===== config.mk =====
export PLATFORM = sky130hd
export DESIGN_NAME = lsu_wb
export DESIGN_NICKNAME = d
export VERILOG_FILES = /design/src/rtl/lsu_pkg.sv /design/src/rtl/lsu_fmt.sv /design/src/rtl/lsu_wb.sv
export SDC_FILE = /design/constraint.sdc
export NUM_CORES = 1
export LEC_CHECK = 0
export CAP_MARGIN = 20
export CORE_UTILIZATION = 40
export DETAILED_ROUTE_END_ITERATION = 8
export MAX_ROUTING_LAYER = met4
export PLACE_DENSITY = 0.88
export SKIP_CTS_REPAIR_TIMING = 1
export SLEW_MARGIN = 10
export SYNTH_ARGS = -nofsm -noshare
export SYNTH_HDL_FRONTEND = slang
export SYNTH_SLANG_ARGS = --single-unit

===== constraint.sdc =====
create_clock -name clk_i -period 3.32 [get_ports clk_i]
set_input_delay 0.332 -clock clk_i [delete_from_list [all_inputs] [get_ports clk_i]]
set_output_delay 0.332 -clock clk_i [all_outputs]
set_load 0.005 [all_outputs]

===== src/rtl/lsu_pkg.sv =====
// rtl/lsu_pkg.sv - shared funct3 encodings, FSM states and size decode for the LSU
// Contents:
//   F3_* localparams  RISC-V load/store width encodings
//   state_t           IDLE / BUS / RESP
//   size_bytes()      funct3 -> transfer size in bytes
//   f3_legal()        funct3 legality for loads/stores on RV32 or RV64
package lsu_pkg;

  localparam logic [2:0] F3_LB  = 3'b000;
  localparam logic [2:0] F3_LH  = 3'b001;
  localparam logic [2:0] F3_LW  = 3'b010;
  localparam logic [2:0] F3_LD  = 3'b011;
  localparam logic [2:0] F3_LBU = 3'b100;
  localparam logic [2:0] F3_LHU = 3'b101;
  localparam logic [2:0] F3_LWU = 3'b110;
  localparam logic [2:0] F3_SB  = 3'b000;
  localparam logic [2:0] F3_SH  = 3'b001;
  localparam logic [2:0] F3_SW  = 3'b010;
  localparam logic [2:0] F3_SD  = 3'b011;

  typedef enum logic [1:0] {
    IDLE = 2'd0,
    BUS  = 2'd1,
    RESP = 2'd2
  } state_t;

  // Low two funct3 bits encode log2 of the access size for every width.
  function automatic logic [3:0] size_bytes(input logic [2:0] f3);
    case (f3[1:0])
      2'b00:   return 4'd1;
      2'b01:   return 4'd2;
      2'b10:   return 4'd4;
      default: return 4'd8;
    endcase
  endfunction

  function automatic logic f3_legal(input logic [2:0] f3, input logic is_load, input logic rv64);
    if (is_load) begin
      case (f3)
        F3_LB, F3_LH, F3_LW, F3_LBU, F3_LHU: return 1'b1;
        F3_LD, F3_LWU:                       return rv64;
        default:                             return 1'b0;
      endcase
    end else begin
      case (f3)
        F3_SB, F3_SH, F3_SW: return 1'b1;
        F3_SD:               return rv64;
        default:             return 1'b0;
      endcase
    end
  endfunction

endpackage


===== src/rtl/lsu_fmt.sv =====
// rtl/lsu_fmt.sv - combinational byte-lane select, store replication and load extension
// Ports:
//   req_funct3, req_off  request width and address offset (store side)
//   st_data              store source register
//   sel, wdata           byte lane select and lane-replicated store data
//   ld_funct3, ld_off    captured width and offset of the pending load
//   rdata                raw bus read data
//   ld_data              lane-extracted, sign/zero-extended load result
module lsu_fmt
  import lsu_pkg::*;
#(
  parameter int XLEN = 32,
  localparam int SEL_W = XLEN / 8,
  localparam int OFF_W = $clog2(SEL_W)
) (
  input  logic [2:0]       req_funct3,
  input  logic [OFF_W-1:0] req_off,
  input  logic [XLEN-1:0]  st_data,
  output logic [SEL_W-1:0] sel,
  output logic [XLEN-1:0]  wdata,
  input  logic [2:0]       ld_funct3,
  input  logic [OFF_W-1:0] ld_off,
  input  logic [XLEN-1:0]  rdata,
  output logic [XLEN-1:0]  ld_data
);

  logic [XLEN-1:0] lane;

  // Move the addressed lane down to bit 0 before extending.
  assign lane = rdata >> {ld_off, 3'b000};

  always_comb begin
    sel   = '0;
    wdata = '0;
    case (req_funct3[1:0])
      2'b00: begin
        sel   = SEL_W'(1) << req_off;
        wdata = {SEL_W{st_data[7:0]}};
      end
      2'b01: begin
        sel   = SEL_W'(3) << req_off;
        wdata = {(SEL_W / 2){st_data[15:0]}};
      end
      2'b10: begin
        sel   = SEL_W'(15) << req_off;
        wdata = {(XLEN / 32){st_data[31:0]}};
      end
      default: begin
        sel   = '1;
        wdata = st_data;
      end
    endcase
  end

  always_comb begin
    ld_data = lane;
    case (ld_funct3)
      F3_LB:   ld_data = XLEN'($signed(lane[7:0]));
      F3_LH:   ld_data = XLEN'($signed(lane[15:0]));
      F3_LW:   ld_data = XLEN'($signed(lane[31:0]));
      F3_LBU:  ld_data = XLEN'(lane[7:0]);
      F3_LHU:  ld_data = XLEN'(lane[15:0]);
      F3_LWU:  ld_data = XLEN'(lane[31:0]);
      default: ld_data = lane;
    endcase
  end

endmodule


===== src/rtl/lsu_wb.sv =====
// rtl/lsu_wb.sv - sequential load/store unit driving one Wishbone B4 classic cycle per request
// Optional feature macro: LSU_TIMEOUT_EN (bus-ack watchdog of TIMEOUT_CYCLES cycles).
// Ports:
//   clk_i, rst_i                   clock, asynchronous active-high reset
//   req_valid_i/req_ready_o        request handshake (ready only in IDLE)
//   is_load_i, is_store_i          request kind (exactly one must be set)
//   funct3_i, addr_i, st_data_i    width encoding, effective address, store data
//   kill_i                         flush; suppresses the pending response
//   resp_valid_o                   one-cycle completion pulse
//   ld_data_o, e_*_o               load result and exception flags (valid with resp_valid_o)
//   wbm_*                          Wishbone master interface
module lsu_wb
  import lsu_pkg::*;
#(
  parameter int XLEN = 32,
  parameter int TIMEOUT_CYCLES = 255,
  localparam int SEL_W = XLEN / 8
) (
  input  logic             clk_i,
  input  logic             rst_i,
  input  logic             req_valid_i,
  output logic             req_ready_o,
  input  logic             is_load_i,
  input  logic             is_store_i,
  input  logic [2:0]       funct3_i,
  input  logic [XLEN-1:0]  addr_i,
  input  logic [XLEN-1:0]  st_data_i,
  input  logic             kill_i,
  output logic             resp_valid_o,
  output logic [XLEN-1:0]  ld_data_o,
  output logic             e_ld_addr_mis_o,
  output logic             e_st_addr_mis_o,
  output logic             e_ld_access_o,
  output logic             e_st_access_o,
  output logic [XLEN-1:0]  wbm_addr_o,
  output logic [XLEN-1:0]  wbm_dat_o,
  output logic [SEL_W-1:0] wbm_sel_o,
  output logic             wbm_cyc_o,
  output logic             wbm_stb_o,
  output logic             wbm_we_o,
  input  logic [XLEN-1:0]  wbm_dat_i,
  input  logic             wbm_ack_i,
  input  logic             wbm_err_i
);

  localparam int   OFF_W = $clog2(SEL_W);
  localparam logic RV64  = (XLEN == 64);

  state_t state_q, state_d;

  logic [2:0]       f3_q;
  logic [OFF_W-1:0] off_q;
  logic [SEL_W-1:0] sel_q;
  logic [XLEN-1:0]  addr_q, wdat_q, ld_data_q;
  logic             load_q, we_q, killed_q;
  logic             lmis_q, smis_q, lacc_q, sacc_q;

  logic [OFF_W-1:0] req_off;
  logic [SEL_W-1:0] fmt_sel;
  logic [XLEN-1:0]  fmt_wdata, fmt_ld;
  logic             accept, legal, mis, timeout, bus_fault;
  logic             upd;
  logic [XLEN-1:0]  nxt_ld;
  logic             nxt_lmis, nxt_smis, nxt_lacc, nxt_sacc;

  assign req_off = addr_i[OFF_W-1:0];
  assign accept  = (state_q == IDLE) && req_valid_i && (is_load_i ^ is_store_i);
  assign legal   = f3_legal(funct3_i, is_load_i, RV64);
  assign mis     = |(req_off & OFF_W'(size_bytes(funct3_i) - 4'd1));

  lsu_fmt #(.XLEN(XLEN)) u_fmt (
    .req_funct3 (funct3_i),
    .req_off    (req_off),
    .st_data    (st_data_i),
    .sel        (fmt_sel),
    .wdata      (fmt_wdata),
    .ld_funct3  (f3_q),
    .ld_off     (off_q),
    .rdata      (wbm_dat_i),
    .ld_data    (fmt_ld)
  );

`ifdef LSU_TIMEOUT_EN
  localparam int CNT_W = $clog2(TIMEOUT_CYCLES + 1);
  logic [CNT_W-1:0] tmo_q;

  // Held at zero outside BUS, so every bus cycle starts counting from zero.
  always_ff @(posedge clk_i or posedge rst_i) begin
    if (rst_i)                tmo_q <= '0;
    else if (state_q != BUS)  tmo_q <= '0;
    else                      tmo_q <= tmo_q + 1'b1;
  end

  assign timeout = (state_q == BUS) && (tmo_q == CNT_W'(TIMEOUT_CYCLES - 1));
`else
  // Watchdog absent: BUS waits for ack/err indefinitely.
  assign timeout = 1'b0 && (TIMEOUT_CYCLES > 0);
`endif

  // Error wins over a simultaneous ack; a watchdog expiry counts as an error.
  assign bus_fault = wbm_err_i | timeout;

  always_ff @(posedge clk_i or posedge rst_i) begin
    if (rst_i) state_q <= IDLE;
    else       state_q <= state_d;
  end

  always_comb begin
    state_d  = state_q;
    upd      = 1'b0;
    nxt_ld   = '0;
    nxt_lmis = 1'b0;
    nxt_smis = 1'b0;
    nxt_lacc = 1'b0;
    nxt_sacc = 1'b0;
    case (state_q)
      IDLE: begin
        if (accept) begin
          if (!legal || mis) begin
            state_d  = RESP;
            upd      = !kill_i;
            nxt_lmis = legal && mis && is_load_i;
            nxt_smis = legal && mis && is_store_i;
            nxt_lacc = !legal && is_load_i;
            nxt_sacc = !legal && is_store_i;
          end else begin
            state_d = BUS;
          end
        end
      end
      BUS: begin
        if (wbm_ack_i || bus_fault) begin
          state_d  = RESP;
          upd      = !(killed_q || kill_i);
          nxt_lacc = bus_fault && load_q;
          nxt_sacc = bus_fault && !load_q;
          nxt_ld   = (load_q && !bus_fault) ? fmt_ld : '0;
        end
      end
      RESP:    state_d = IDLE;
      default: state_d = IDLE;
    endcase
  end

  always_ff @(posedge clk_i or posedge rst_i) begin
    if (rst_i) begin
      f3_q      <= '0;
      off_q     <= '0;
      sel_q     <= '0;
      addr_q    <= '0;
      wdat_q    <= '0;
      load_q    <= 1'b0;
      we_q      <= 1'b0;
      killed_q  <= 1'b0;
      ld_data_q <= '0;
      lmis_q    <= 1'b0;
      smis_q    <= 1'b0;
      lacc_q    <= 1'b0;
      sacc_q    <= 1'b0;
    end else begin
      if (accept) begin
        f3_q     <= funct3_i;
        off_q    <= req_off;
        sel_q    <= fmt_sel;
        addr_q   <= {addr_i[XLEN-1:OFF_W], OFF_W'(0)};
        wdat_q   <= fmt_wdata;
        load_q   <= is_load_i;
        we_q     <= is_store_i;
        killed_q <= kill_i;
      end else if (state_q == BUS && kill_i) begin
        // Sticky: the bus cycle runs to completion but its response is dropped.
        killed_q <= 1'b1;
      end
      if (upd) begin
        ld_data_q <= nxt_ld;
        lmis_q    <= nxt_lmis;
        smis_q    <= nxt_smis;
        lacc_q    <= nxt_lacc;
        sacc_q    <= nxt_sacc;
      end
    end
  end

  assign req_ready_o     = (state_q == IDLE);
  assign resp_valid_o    = (state_q == RESP) && !killed_q && !kill_i;
  assign ld_data_o       = ld_data_q;
  assign e_ld_addr_mis_o = lmis_q;
  assign e_st_addr_mis_o = smis_q;
  assign e_ld_access_o   = lacc_q;
  assign e_st_access_o   = sacc_q;
  assign wbm_addr_o      = addr_q;
  assign wbm_dat_o       = wdat_q;
  assign wbm_sel_o       = sel_q;
  assign wbm_cyc_o       = (state_q == BUS);
  assign wbm_stb_o       = (state_q == BUS);
  assign wbm_we_o        = (state_q == BUS) && we_q;

endmodule

==> results of run 1 <==
-- flip-flops by register name (all words and copies together), names as in the netlist --
signal           flops
ld_data_o           32
load_q               1
e_ld_addr_mis_o      1
wbm_dat_o           32
f3_q                 3
killed_q             1
e_ld_access_o        1
state_q              2
wbm_sel_o            4
off_q                2
e_st_addr_mis_o      1
e_st_access_o        1
we_q                 1
wbm_addr_o          30
-- cells in the final DEF, fill, tap and decap left out, drive strengths merged, types with 11 or more instances in the layout --
master and instances:
a211oi 14, a21oi 33, mux2i 23, o21ai 36, nor2 53, clkdlybuf4s50 213, mux2 76, dfrtp 112
nand2 40, buf 11
-- cells by family (layout without fill, tap and decap cells) --
kind of cell    after synthesis  in the layout  synth area share
fa+ha+maj                     5              5           0.01098
compound gates              115            115            0.1336
xor+xnor                      1              1          0.001538
simple gates                124            124            0.1030
flops                       112            112            0.4921
other cells                   1              2         0.0006584
buf+inv                      44            247           0.04438
mux                         100            100            0.2138
-- cell usage after synthesis (all sizes together) (4+ instances only) --
cell type / count
nand2: 40
buf: 24
a211oi: 14
nor3b: 5
nor2b: 9
a22oi: 9
nor3: 4
clkbuf: 13
inv: 7
o21ai: 36
dfrtp: 112
a21oi: 33
mux2: 76
mux2i: 23
o2bb2ai: 7
ha: 5
a22o: 9
nor2: 53
-- power breakdown --
group / internal (mW) / total, mW / switching [mW]
logic: 0.866 / 1.48 / 0.614
clock network: 0.620 / 1.15 / 0.528
registers: 1.63 / 1.79 / 0.166
total: 3.11 / 4.42 / 1.31
-- how the worst max path moves through the flow --
stage | depth (start not counted) | endpoint | slack, ns | from
final | 10 | ld_data_o[24]$_DFFE_PP0P_ | 1.02 | funct3_i[1]
after detailed placement | 10 | ld_data_o[24]$_DFFE_PP0P_ | 0.66 | funct3_i[1]
after floorplan | 1 | e_ld_access_o$_DFFE_PP0P_ | 0.03 | rst_i
after global routing | 9 | wbm_dat_o[31]$_DFFE_PP0P_ | 0.91 | funct3_i[1]
after global placement | 10 | ld_data_o[24]$_DFFE_PP0P_ | 0.73 | funct3_i[1]
after CTS | 10 | ld_data_o[24]$_DFFE_PP0P_ | 1.05 | funct3_i[1]
-- layout make-up --
cell class | instances | area share
Clock buffer | 10 | 0.02889
Clock inverter | 6 | 0.009076
Inverter | 7 | 0.003479
Multi-Input combinational cell | 347 | 0.3202
Sequential cell | 112 | 0.3388
Tap cell | 180 | 0.02723
Timing Repair Buffer | 224 | 0.2723
-- through the flow --
step	std cells	setup slack [ns]
finish	886	1.023
floorplan	503	0.02900
CTS	886	1.047
detailed placement	870	0.6622
global route	886	0.9136
global placement	870	0.7346
-- worst reg2reg max path, stage by stage, from the launching register on --
cell      delay (ns)
dfrtp_1         0.35
buf_4           0.28
mux2i_1         0.28
a221oi_1        0.12
o211ai_2        0.55
nor2_1          0.13
mux2_4          0.29
-- metal layers --
layer | wire length, um | vias up | part of all wire | global-route usage
met5 | 0 | - | 0 | -
met4 | 342 | 0 | 0.022 | 0.08410
met3 | 1279 | 22 | 0.082 | 0.06250
met2 | 7462 | 223 | 0.48 | 0.3480
met1 | 6423 | 2255 | 0.41 | 0.2725
li1 | - | 2164 | - | -
==> impl_metrics.toml, run 1 <==
[synthesis]
ys_seq_elements = 112
netlist_instances = 502
avgSynthCellArea_um2 = 11.35
async_flop_share = 1.000
yosysUniqueCellTypes = 53
synth.cell_area_um2 = 5695
ys_warn_count = 0
synth_top_area_frac = 0.4921
yosysSeqAreaShare = 0.4921
synthTopCellsByArea = "dfrtp_1, mux2_2, mux2_4"
synth_area_leader_cell = "dfrtp_1"
synth_flop_cell = "dfrtp_1"
synth-edff-count = 0

[worst_setup_path]
cp.required_ns = 3.56
cp_top_family = "buffers and inverters"
crit_path_start_kind = "input port"
slowest_stage = "clkdlybuf4s50_1"
path_cells = "clkdlybuf4s50_1, buf_4, inv_1, ha_1, o21ai_2, a21oi_2, nand2_2, a21oi_4, buf_12, mux2_2"
r2r_slack_ns = 1.20
cpPeakStageDelay_ns = 0.40
rr_worst_depth = 6
worstSetupPathType = "in2reg"
critPathMaxFanout = 36
r2r-end = "ld_data_o[27]$_DFFE_PP0P_"
critPathBufInv = 4
worstReg2RegStart = "off_q[0]$_DFFE_PP0P_"
arrival_ns = 2.53
end_kind = "flop"

[hold_path]
min-delay-path-class = "in2async"

[global_route]
grt.overflow.total = 0
grt_pass1_wl_um = 24160
grt_usage = 0.2223
grt_max_degree = 105
grt_antenna_before_repair = 0
grt_pass1_vias = 4648

[timing]
rsz0062_at_grt = "no"
hold_ws_ns = 0.2649
fmaxAchievable_mhz = 435.4
worst_pin_slew_ns = 0.6599
fin_tns_setup_ns = 0
drv_slew = 0
setup_viol = 0
fin_crit_sh = 0.6918
final.setup_skew_ns = 0.007419
maxSlewHeadroom = 0.5588
final.min_clock_period_ns = 2.297
hold_viol = 0

[clock_tree]
clk_pin_slew_ns = 0.07
clock-sinks = 112
cts_buffers = 9
cts_root_buf = "clkbuf_16"
clockBufferDepth = 2
tritoncts = "yes"
h-tree-depth = 3
clk-insertion-delay-late_ns = 0.35

[die]
die_h_um = 121.3
core-area_um2 = 13880
die_x_um = 121.3
rows = 43
fp.dieArea_um2 = 14720
initial_core_util = 0.4103
io_pins = 216

[placed_design]
detailed_place_hpwl_um = 11490
place_congestion = 0.8506
io_buffer_count = 213
dpl-instance-area_um2 = 7958

[routing]
drc = 0
dr.pass1.iters = 4
drtIter0Drc = 346
wl_per_cell_um = 17.50
ant_nets = 0
avgViaCountPerCell = 5.264
vias = 4664
routed_wl_um = 15510

[finish]
area_delta_synth_final_pct = 45.23
regArea_um2 = 2803
diodes = 0
nets = 813
fill_cells = 1143
drive_above_1_share = 0.1728
final_area_um2 = 8272
multi_input_area_um2 = 2649
utilization = 0.5959

[run_status]
outcome = "complete, no violations"

[run]
drv_cap = 0

[pwr]
p_leak_nw = 3.626
ir_worst_vdd_v = 0.0003788
total_power_mw = 4.421
powerDensity_nw_per_um2 = 534.5
No activity file was read; power rests on OpenSTA's default activity.
==> inputs of run 2 (changes only) <==
- PLACE_DENSITY: 0.88 -> 0.85
- clock period: 3.32 -> 2.4 ns (I/O delays scaled with it)
==> run 2 against run 1 <==
Net effect: register-to-register slack got worse by 0.83 ns; non-clock buffer count increased by 4; sequential power increased by 39%; wire length increased by 1.4%; critical endpoint is now ld_data_o[4]$_DFFE_PP0P_.
==> impl_metrics.toml, run 2 (synthesized netlist as in run 1, its figures left out) <==
[pwr]
powerDensity_nw_per_um2 = 749.8
total_power_mw = 6.243
p_leak_nw = 3.645
ir_worst_vdd_v = 0.0004804

[timing]
maxSlewHeadroom = 0.5986
hold_viol = 0
drv_slew = 0
setup_viol = 0
hold_ws_ns = 0.4125
fin_crit_sh = 0.8682
final.min_clock_period_ns = 2.084
rsz0062_at_grt = "no"
setup_slack_ns = 0.3164
worst_pin_slew_ns = 0.6020
final.setup_skew_ns = 0.01176
fmaxAchievable_mhz = 479.9
fin_tns_setup_ns = 0

[worst_setup_path]
crit_path_start_kind = "input port"
slowest_stage = "clkdlybuf4s50_1"
cpPeakStageDelay_ns = 0.45
critPathMaxFanout = 11
cp_top_family = "buffers and inverters"
end_kind = "flop"
arrival_ns = 2.32
path_cells = "clkdlybuf4s50_1, inv_1, ha_1, o21ai_2, a21oi_2, nand2_2, a21oi_4, buf_4, mux2_4"
critPathBufInv = 3
worstSetupPathType = "in2reg"
cp.required_ns = 2.63

[routing]
met1_length_um = 6415
ant_nets = 0
wl_met3_um = 1236
routed_wl_um = 15730
vias = 4659
drc = 0
wl_per_cell_um = 17.67
avgViaCountPerCell = 5.235
drtIter0Drc = 358
top_layer_used = "met4"
wl_met2_um = 7608
dr.pass1.iters = 4

[finish]
final_cell_mix = "clkdlybuf4s50_1, dfrtp_1, nor2_1, mux2_2, nand2_1"
drive_above_1_share = 0.1775
diodes = 0
multi_input_area_um2 = 2649
final_common_cell = "clkdlybuf4s50_1"
nets = 817
fill_cells = 1067
regArea_um2 = 2803
final_cells = 890
area_delta_synth_final_pct = 46.20

[run_status]
outcome = "complete, no violations"

[global_route]
grt_max_degree = 113
grt_pass1_wl_um = 24920
grt.overflow.total = 0
grt_usage = 0.2277
grt_antenna_before_repair = 0
grt_pass1_vias = 4973

[die]
fp.dieArea_um2 = 14720
io_pins = 216
rows = 43
die_h_um = 121.3
die_x_um = 121.3
core-area_um2 = 13880
initial_core_util = 0.4103

[run]
drv_cap = 0

[clock_tree]
clockBufferDepth = 2
clock-sinks = 112
clk-insertion-delay-late_ns = 0.35
cts_root_buf = "clkbuf_16"
clk_pin_slew_ns = 0.08
cts_buffers = 9
tritoncts = "yes"
h-tree-depth = 3

[placed_design]
detailed_place_hpwl_um = 11690
place_congestion = 0.9391
dp_cells = 874
dp_slack_ns = -0.04503
io_buffer_count = 213

[hold_path]
min-delay-path-class = "in2async"
run 2: changes by cell type in the layout (fill, tap and decap cells not counted):
cell,change
bufinv_16,+1
buf_4,+4
clkinv_2,-1
clkinv_4,-1
inv_4,-1
clkinvlp_4,+2
run 2: where the power goes:
group,total (mW),internal (mW),switching (mW)
registers,2.49,2.25,0.241
logic,2.07,1.20,0.868
clock network,1.69,0.963,0.722
run 2: final timing paths:
path                                      startpoint                         to  slack, ns  depth (start not counted)
max                                      funct3_i[0]   ld_data_o[4]$_DFFE_PP0P_       0.32                          9
min                                            rst_i       off_q[0]$_DFFE_PP0P_       0.41                          3
max reg2reg                     off_q[1]$_DFFE_PP0P_  ld_data_o[10]$_DFFE_PP0P_       0.37                          6
min reg2reg                wbm_dat_o[27]$_DFFE_PP0P_  wbm_dat_o[27]$_DFFE_PP0P_       0.49                          2
max in group asynchronous                      rst_i  wbm_addr_o[7]$_DFFE_PP0P_       1.54                          3
min in group clk_i         wbm_dat_o[27]$_DFFE_PP0P_  wbm_dat_o[27]$_DFFE_PP0P_       0.49                          2
run 2: worst register-to-register path: stages (launching register included):
cell and delay (ns):
dfrtp_1 0.50, buf_4 0.37, nor2b_1 0.50, o2bb2ai_1 0.17
a21oi_1 0.08, nor2_1 0.18, mux2_4 0.17
run 2: routing by layer:
layer  track usage  up-vias
li1              -     2179
met1        0.2550     2243
met2        0.3739      203
met3       0.06297       34
met4        0.1111        0
met5             -        -
run 2: cell type report:
cell class,count,area share
clock buffer,10,0.02870
clock inverter,6,0.01187
inverter,7,0.003606
multi-input combinational,347,0.3181
sequential,112,0.3366
tap,180,0.02705
timing repair buffer,228,0.2741
run 2: stage by stage:
stage | util | cell area [um2]
5_1_grt | 0.5999 | 8327
6_report | 0.5999 | 8327
3_5_place_dp | 0.5755 | 7989
4_1_cts | 0.5999 | 8327
3_3_place_gp | 0.5755 | 7989
2_1_floorplan | - | 5703
==> patch: new RTL, config.mk and constraints of run 2 <==
Re-encode `state_t` (3 states) as one-hot, 3 bits wide.
--- a/src/rtl/lsu_pkg.sv
+++ b/src/rtl/lsu_pkg.sv
@@ -19,8 +19,8 @@
   localparam logic [2:0] F3_SD  = 3'b011;
 
-  typedef enum logic [1:0] {
-    IDLE = 2'd0,
-    BUS  = 2'd1,
-    RESP = 2'd2
+  typedef enum logic [2:0] {
+    IDLE = 3'b001,
+    BUS  = 3'b010,
+    RESP = 3'b100
   } state_t;
 
Check against the original RTL: same outputs for any inputs over 4 cycles, from zero or initial values and one cycle with rst_i high; so few cycles prove little.
==> patch against run 2 <==
  * First-iteration DRC count increased by 57%
  * Routed wire length increased by 8.4%
  * Setup slack got worse by 0.020 ns
  * Power increased by 44%
  * Register-to-register slack got worse by 0.07 ns
  * Cell area increased by 2.1%
  * Largest cell class unchanged
  * Worst hold slack got worse by 0.30 ns
  * Fmax decreased by 0.97%
  * Area after synthesis decreased by 3.7%
  * Final cell count increased by 11%
  * Sequential cell count increased by 1
  * Synthesized cell count increased by 19%
  * Die area decreased by 3.7%
==> patch: results (changes against run 2) <==
* Largest cells by area after synthesis: sky130_fd_sc_hd__dfrtp_1 51%, sky130_fd_sc_hd__nand2_1 12%, sky130_fd_sc_hd__mux2i_1 4.6%, sky130_fd_sc_hd__o31ai_1 3.4%, sky130_fd_sc_hd__nand3_1 2.6%
* Initial antenna violation count at 0 (unchanged)
* Global-route wire length before repair at 27.08 mm (+8.7%)
* VDD IR-drop max at 771.4 uV (+61%)
* Proportion of layout cells with a drive suffix above 1 at 0.08333 (-0.09413)
* Leading register cell type out of synthesis: sky130_fd_sc_hd__dfrtp_1
* Routed Wire Length at 17.06 mm (+8.4%)
* Async SR Flop Fraction at 1.000 (unchanged)
* Leakage power of the design at 3.765 nW (+3.3%)
* Mean post-synth cell area at 9.186 sq um (-19%)
* Antenna cell count at 0 (unchanged)
* Signal arrival time at the worst endpoint at 2.42 ns (+0.10 ns)
* HP Class: in2async
* Worst hold margin at 0.1096 ns (-0.3028 ns)
* Number of buffers created by CTS at 17 (+8)
* DRC violation total after the first TritonRoute iteration at 562 (+57%)
* Filler Cells Inserted at 1052 (-1.4%)
* Max Buffers Root-to-Sink at 2 (unchanged)
* Slack of the worst reg-to-reg path at 0.30 ns (-0.07 ns)
* Detail Placement HPWL at 11.88 mm (+1.6%)
* Run status: completed
* Distinct cells, synth at 44 (-17%)
* Number of nets in the layout at 916 (+12%)
* Via count at 5283 (+13%)
* Part of the Yosys area used for sequential elements at 0.5159 (+0.02377)
* Routed len/inst at 17.19 um (-2.7%)
* RePlAce Congestion at 0.9047 (-3.7%)
* Number of warnings reported in the yosys synthesis log at 0 (unchanged)
* Number of H-tree levels at 4 (+1)
* Cell count after placement at 960 (+9.8%)
* Placement Cell Area at 7841 sq um (-1.8%)
* IO buf count at 213 (unchanged)
* CP max FO at 16 (+5)
* Post-CTS clock slew at the launch and capture registers of the worst setup and hold paths at 0.05 ns (-0.03 ns)
* Global router's overall resource usage at 0.2557 (+0.02799)
* Clock tree root buffer cell: sky130_fd_sc_hd__clkbuf_16
* Tightest slew margin relative to the limit at 0.5611 (-0.03751)
* Clock Skew at 0.009693 ns (-0.002068 ns)
* Maximum number of pins on one net before global-route repair at 79 (-30%)
* Vias in the first global route at 5119 (+2.9%)
* Top post-synthesis cells by count: 171 x sky130_fd_sc_hd__nand2_1, 112 x sky130_fd_sc_hd__dfrtp_1, 35 x sky130_fd_sc_hd__nor2_1
* Detailed Routing Iterations Pass 1 at 6 (+2)
* Skew-Pair Late Insertion Delay at 0.42 ns (+0.07 ns)
## patch: metrics by stage
| step | utilization | worst slack (ns) |
|---|---|---|
| 5_1_grt | 0.6398 | 0.1203 |
| 3_5_place_dp | 0.5898 | -0.04391 |
| 6_report | 0.6398 | 0.2960 |
| 2_1_floorplan | - | 0.2084 |
| 3_3_place_gp | 0.5898 | 0.02569 |
| 4_1_cts | 0.6398 | 0.3156 |
## patch: cells by family (layout without fill, tap and decap cells)
logic type / count (synthesis) / count (layout) / synth area share
simple gates: 261 / 261 / 0.2008
compound gates: 126 / 126 / 0.1536
flops: 113 / 113 / 0.5159
buf+inv: 54 / 272 / 0.04563
mux: 35 / 35 / 0.06822
fa+ha+maj: 6 / 6 / 0.01369
other cells: 1 / 2 / 0.0006838
xor+xnor: 1 / 1 / 0.001597
## patch: worst paths after layout
path | end | cells past startpoint | startpoint
max | ld_data_o[31]$_DFFE_PP0P_ | 5 | off_q[0]$_DFFE_PP0N_
min | wbm_addr_o[31]$_DFFE_PP0N_ | 2 | rst_i
max reg2reg | ld_data_o[31]$_DFFE_PP0P_ | 5 | off_q[0]$_DFFE_PP0N_
min reg2reg | wbm_sel_o[1]$_DFFE_PP0N_ | 2 | wbm_sel_o[1]$_DFFE_PP0N_
max in group asynchronous | state_q[0]$_DFFE_PP1P_ | 3 | rst_i
min in group clk_i | wbm_addr_o[8]$_DFFE_PP0N_ | 3 | addr_i[8]
## patch: final cells by class
class	instances	share of cell area
multi-input cells	431	0.2833
clock buffers	23	0.05737
repair buffers	235	0.2774
clock inverters	9	0.02074
flip-flops and latches	113	0.3326
well taps	176	0.02589
inverters	5	0.002648
## patch: per-layer routing
metal | global-route usage | routed length [um] | up-vias
met5 | - | 0 | -
met4 | 0.09731 | 378 | 0
met3 | 0.07854 | 1681 | 33
met2 | 0.3986 | 8103 | 285
met1 | 0.3107 | 6891 | 2506
li1 | - | - | 2459
## patch: where the power goes
group / internal (mW) / leakage (nW) / switching, mW / total (mW)
clock network: 1.95 / 0.323 / 0.879 / 2.83
registers: 2.52 / 1.44 / 0.443 / 2.97
logic: 1.74 / 2.01 / 1.44 / 3.18
total: 6.22 / 3.77 / 2.76 / 8.97
## patch: critical path, stage by stage (launching register included)
cell and delay (ns):
sky130_fd_sc_hd__dfrtp_1 0.59, sky130_fd_sc_hd__mux2i_1 0.20, sky130_fd_sc_hd__a221oi_1 0.27, sky130_fd_sc_hd__a21oi_1 0.10, sky130_fd_sc_hd__or2_1 0.50, sky130_fd_sc_hd__o31ai_1 0.33
